===== src/rtl/conv1_filter_engine.sv =====
// conv1 filter engine: fetches w0/w1/b per filter and streams one saturated MAC result per filter.
// Optional build macro CONV1_FILTER_ENGINE_RELU_EN clamps negative results to zero.
module conv1_filter_engine #(
    parameter int NUM_FILTERS = 20,
    parameter int FRAC_BITS   = 8
) (
    input  logic        clk,
    input  logic        rst_n,
    input  logic        in_valid,
    output logic        in_ready,
    input  logic [15:0] in_x0,
    input  logic [15:0] in_x1,
    output logic        mem_start,
    output logic [4:0]  mem_filter,
    input  logic [15:0] mem_w0,
    input  logic [15:0] mem_w1,
    input  logic [31:0] mem_b,
    input  logic        mem_done,
    output logic        out_valid,
    input  logic        out_ready,
    output logic [15:0] out_data,
    output logic [4:0]  out_filter,
    output logic        out_last,
    output logic        busy
);

    localparam logic [1:0] S_IDLE  = 2'd0;
    localparam logic [1:0] S_FETCH = 2'd1;
    localparam logic [1:0] S_MAC   = 2'd2;
    localparam logic [1:0] S_OUT   = 2'd3;

    localparam logic [4:0] LAST_IDX = 5'(NUM_FILTERS - 1);

    logic [1:0]         state_q, state_d;
    logic [4:0]         idx_q, idx_d;
    logic signed [15:0] x0_q, x0_d, x1_q, x1_d;
    logic signed [15:0] w0_q, w0_d, w1_q, w1_d;
    logic signed [31:0] b_q, b_d;
    logic signed [15:0] out_data_q, out_data_d;

    logic signed [31:0] prod0, prod1;
    logic signed [33:0] acc, res;
    logic signed [15:0] sat_res;

    // Products are widened before summing so the bias add cannot overflow.
    always_comb begin
        prod0   = 32'(x0_q) * 32'(w0_q);
        prod1   = 32'(x1_q) * 32'(w1_q);
        acc     = 34'(prod0) + 34'(prod1) + 34'(b_q);
        res     = acc >>> FRAC_BITS;
        sat_res = res[15:0];
        if (res > 34'sd32767) begin
            sat_res = 16'sh7fff;
        end else if (res < -34'sd32768) begin
            sat_res = 16'sh8000;
        end
`ifdef CONV1_FILTER_ENGINE_RELU_EN
        if (sat_res[15]) begin
            sat_res = '0;
        end
`endif
    end

    // NOTE: every _d gets a default first so no path through the case infers a latch.
    always_comb begin
        state_d    = state_q;
        idx_d      = idx_q;
        x0_d       = x0_q;
        x1_d       = x1_q;
        w0_d       = w0_q;
        w1_d       = w1_q;
        b_d        = b_q;
        out_data_d = out_data_q;
        case (state_q)
            S_IDLE: begin
                if (in_valid) begin
                    x0_d    = in_x0;
                    x1_d    = in_x1;
                    idx_d   = '0;
                    state_d = S_FETCH;
                end
            end
            S_FETCH: begin
                if (mem_done) begin
                    w0_d    = mem_w0;
                    w1_d    = mem_w1;
                    b_d     = mem_b;
                    state_d = S_MAC;
                end
            end
            S_MAC: begin
                out_data_d = sat_res;
                state_d    = S_OUT;
            end
            S_OUT: begin
                if (out_ready) begin
                    if (idx_q == LAST_IDX) begin
                        idx_d   = '0;
                        state_d = S_IDLE;
                    end else begin
                        idx_d   = idx_q + 5'd1;
                        state_d = S_FETCH;
                    end
                end
            end
            default: state_d = S_IDLE;
        endcase
    end

    // NOTE: state registers use non-blocking assignments so all flops update from pre-edge values.
    always_ff @(posedge clk or negedge rst_n) begin
        if (!rst_n) begin
            state_q    <= S_IDLE;
            idx_q      <= '0;
            x0_q       <= '0;
            x1_q       <= '0;
            w0_q       <= '0;
            w1_q       <= '0;
            b_q        <= '0;
            out_data_q <= '0;
        end else begin
            state_q    <= state_d;
            idx_q      <= idx_d;
            x0_q       <= x0_d;
            x1_q       <= x1_d;
            w0_q       <= w0_d;
            w1_q       <= w1_d;
            b_q        <= b_d;
            out_data_q <= out_data_d;
        end
    end

    // in_ready is gated by rst_n so it reads 0 for the whole reset window.
    assign in_ready   = rst_n && (state_q == S_IDLE);
    assign mem_start  = (state_q == S_FETCH);
    assign mem_filter = idx_q;
    assign out_valid  = (state_q == S_OUT);
    assign out_data   = out_data_q;
    assign out_filter = idx_q;
    assign out_last   = (state_q == S_OUT) && (idx_q == LAST_IDX);
    assign busy       = (state_q != S_IDLE);

endmodule


===== config.mk =====
export PLATFORM = sky130hd
export DESIGN_NAME = conv1_filter_engine
export DESIGN_NICKNAME = d
export VERILOG_FILES = /design/src/rtl/conv1_filter_engine.sv
export SDC_FILE = /design/constraint.sdc
export NUM_CORES = 2
export LEC_CHECK = 0
export ABC_AREA = 1
export CORE_ASPECT_RATIO = 1.4
export CORE_MARGIN = 1.5
export CORE_UTILIZATION = 50
export CTS_CLUSTER_DIAMETER = 150
export CTS_CLUSTER_SIZE = 24
export DETAILED_ROUTE_END_ITERATION = 10
export HOLD_SLACK_MARGIN = 0.15
export PLACE_DENSITY = 0.68
export SLEW_MARGIN = 20
export SYNTH_ARGS = -nofsm -noshare
export SYNTH_HDL_FRONTEND = slang
export SYNTH_SLANG_ARGS = --single-unit
export TNS_END_PERCENT = 1

===== constraint.sdc =====
create_clock -name clk -period 8.95 [get_ports clk]
set_clock_uncertainty 0.2 [all_clocks]
set_input_delay 0.895 -clock clk [delete_from_list [all_inputs] [get_ports clk]]
set_output_delay 0.895 -clock clk [all_outputs]
set_load 0.01 [all_outputs]

==> qor.yml <==
dp.final_hpwl_um: 60000
syn-mean-instance-area_um2: 8.50
cell_taking_the_most_area_after_synthesis: "sky130_fd_sc_hd__fa_1"
post-route-worst-setup-slack_ps: 742
die-area_um2: 56400
crit_path_top_delay_cell: "sky130_fd_sc_hd__dfrtp_1"
wl_per_cell_um: 17.6
endpoint_kind: "register"
count_of_unresolved_drc_violations_after_routing: 0
pre_cts_ws_ps: 880
cp.required_ps: 9140
antenna_found_initial: 0
cts_hold_buf: 1
finalCoreUtilization_pct: 55.1
ys_async_sr_fraction_pct: 100
synth_top_family_by_area: "adder cells"
layout_common_cells: "sky130_fd_sc_hd__inv_1, sky130_fd_sc_hd__nand2_1, sky130_fd_sc_hd__fa_1"
drive_gt1_share_pct: 6.22
grt_first_pass_wirelength_um: 116000
synthMuxAreaShare_pct: 2.58
route.met2.wl_um: 39000
tritoncts: "built"
synth_seq_cells: 119
postSynthCellCount: 3234
worstPathMaxFanout: 18
run_status: "completed"
hold_path.class: "register to register"
floorplan.core_area_um2: 54300
setup_viol: 0
grt_setup_unrepaired: "no"
yosysSeqAreaShare_pct: 10.8
flow.area_growth_from_synthesis_pct: 8.88
number_of_i_o_pins: 132
worstRegToRegCells: 33
post_cts.repair.setup_buffers: 0
final_antenna_net_count: 0
yosys_warnings: 0
initial_core_util_pct: 50.6
drv_slew: 0
yosys.area_share.simple_pct: 14.0
netlist-cell-type-count: 37
yosys-top-cells-area: "sky130_fd_sc_hd__fa_1, sky130_fd_sc_hd__inv_1, sky130_fd_sc_hd__dfrtp_1, sky130_fd_sc_hd__nand2_1, sky130_fd_sc_hd__ha_1"
diodes: 0
routedLengthMet1_um: 23400
dr.first_iter.drc_count: 1007
num_vias: 19611
cts.path.max_buffers: 2
finalWirelength_um: 70400
synth_enable_flop_cells: 0
synth_compound_gate_area_share_pct: 1.62
postSynth.topFlopCell: "sky130_fd_sc_hd__dfrtp_1"
cts.clk_slew.worst_paths_ps: 60
timing.max_slew.rel_slack_pct: 42.4
synth_fa_ha_area_share_pct: 53.5
tns_ps: 0
crit_path_max_incr_delay_ps: 810
clock_insertion_delay_worst_skew_ps: 460
die_y_um: 280
capturing_point_of_the_worst_reg2reg_path: "out_data[4]$_DFFE_PN0N_"
final.min_clock_period_ps: 8210
dieWidth_um: 201
maxUsedRoutingLayer: "met4"
global_route.overflow_total: 0
post-route-period-util_pct: 91.7
layout.nets: 4157
vias_per_cell: 4.90
clk_root_buffer_cell: "sky130_fd_sc_hd__clkbuf_16"
ff2ff_setup_slack_ps: 740
synth_xor_area_share_pct: 0.892
h-tree-depth: 4
timing.setup.critical_path_class: "register to register"
worstPathArrival_ps: 8400
number_of_buffers_created_by_cts: 17
synth_largest_type_area_fraction_pct: 47.1
placement.io_buffers: 131
grt_max_degree: 59
tightestPinTransition_ps: 864
max_capacitance_violation_count: 0
overall_track_demand_over_capacity_in_global_routing_pct: 27.2
timing.critical_path.to: "out_data[4]$_DFFE_PN0N_"
mostFrequentLayoutCell: "sky130_fd_sc_hd__inv_1"
crit_path_start_kind: "register"
fmax_mhz: 122
worst_path_most_repeated_cell: "sky130_fd_sc_hd__nand2_1"
number_of_global_route_vias_before_repair: 21997
post_cts.resized_instances: 0
synth.net_count: 4122
syn-cell-area_um2: 27500
final_replace_weighted_congestion: 0.932
fp-row-count: 101
critical_path.reg2reg.startpoint: "w1_q[0]$_DFFE_PN0P_"
route.met3.wl_um: 2640
final_hold_viol_count: 0
clock_sinks: 119
final_worst_hold_slack_ps: 275
drt_pass1_iterations: 5
crit_start: "w1_q[0]$_DFFE_PN0P_"
[worst max-delay path: cells and delay by family, from the launching register on]
family                   cells  cell delay (ps)
adder cells (fa/ha/maj)      9             4370
buffers and inverters        7              650
flip-flops                   1              810
AND/OR/NAND/NOR             17             2100
[worst min-delay path by stage]
| stage | from | to | cells after the start |
|---|---|---|---|
| 4_1_cts | out_data[14]$_DFFE_PN0N_ | out_data[14]$_DFFE_PN0N_ | 2 |
| 3_3_place_gp | out_data[1]$_DFFE_PN0N_ | out_data[1]$_DFFE_PN0N_ | 2 |
| 5_1_grt | out_data[14]$_DFFE_PN0N_ | out_data[14]$_DFFE_PN0N_ | 2 |
| 6_report | out_data[14]$_DFFE_PN0N_ | out_data[14]$_DFFE_PN0N_ | 2 |
| 3_5_place_dp | out_data[14]$_DFFE_PN0N_ | out_data[14]$_DFFE_PN0N_ | 2 |
| 2_1_floorplan | b_q[0]$_DFFE_PN0P_ | b_q[0]$_DFFE_PN0P_ | 1 |
[synthesized netlist by cell type, types with 8 or more instances]
master / number
sky130_fd_sc_hd__o21ai_0: 14
sky130_fd_sc_hd__buf_4: 8
sky130_fd_sc_hd__nand3_1: 27
sky130_fd_sc_hd__nor2_2: 13
sky130_fd_sc_hd__fa_1: 647
sky130_fd_sc_hd__xnor2_1: 10
sky130_fd_sc_hd__or2_2: 19
sky130_fd_sc_hd__xor2_1: 18
sky130_fd_sc_hd__dfrtp_1: 119
sky130_fd_sc_hd__nand2_1: 761
sky130_fd_sc_hd__ha_1: 140
sky130_fd_sc_hd__inv_1: 1042
sky130_fd_sc_hd__clkbuf_1: 133
sky130_fd_sc_hd__mux2_2: 63
sky130_fd_sc_hd__nand2_2: 30
sky130_fd_sc_hd__a21oi_1: 65
sky130_fd_sc_hd__nor2_1: 80
[logic make-up (layout without fill, tap and decap cells)]
logic type / count (synthesis) / after routing
simple gates: 951 / 951
flops: 119 / 119
xor+xnor: 28 / 28
fa+ha+maj: 787 / 787
buf+inv: 1200 / 1248
compound gates: 86 / 86
mux: 63 / 63
[metrics by stage]
| step | area [µm²] | std cells |
|---|---|---|
| 2_1_floorplan | 27500 | 3234 |
| 3_3_place_gp | 29400 | 3970 |
| 3_5_place_dp | 29400 | 3970 |
| 4_1_cts | 29900 | 4003 |
| 5_1_grt | 29900 | 4003 |
| 6_report | 29900 | 4003 |
[registers in the layout, summed over array words and instances (netlist names)]
name	flops
w1_q	16
out_data	16
state_q	2
x1_q	16
x0_q	16
b_q	32
mem_filter	5
w0_q	16
[routing by layer]
layer  up-vias  global-route usage [%]
li1       8953                       -
met1      9951                    28.3
met2       504                    51.4
met3       203                    3.11
met4         0                    18.2
met5         -                       0
[cell type report]
type | instances | area (µm²)
fill | 5106 | 24400
clock buffer | 24 | 472
multi-input combinational | 1915 | 20000
inverter | 1050 | 3940
tap | 721 | 902
clock inverter | 8 | 97.6
sequential | 119 | 2980
timing repair buffer | 166 | 1580
Power is not shown: default switching activity piles up to over one toggle a cycle in this logic, so the estimate is an artifact.
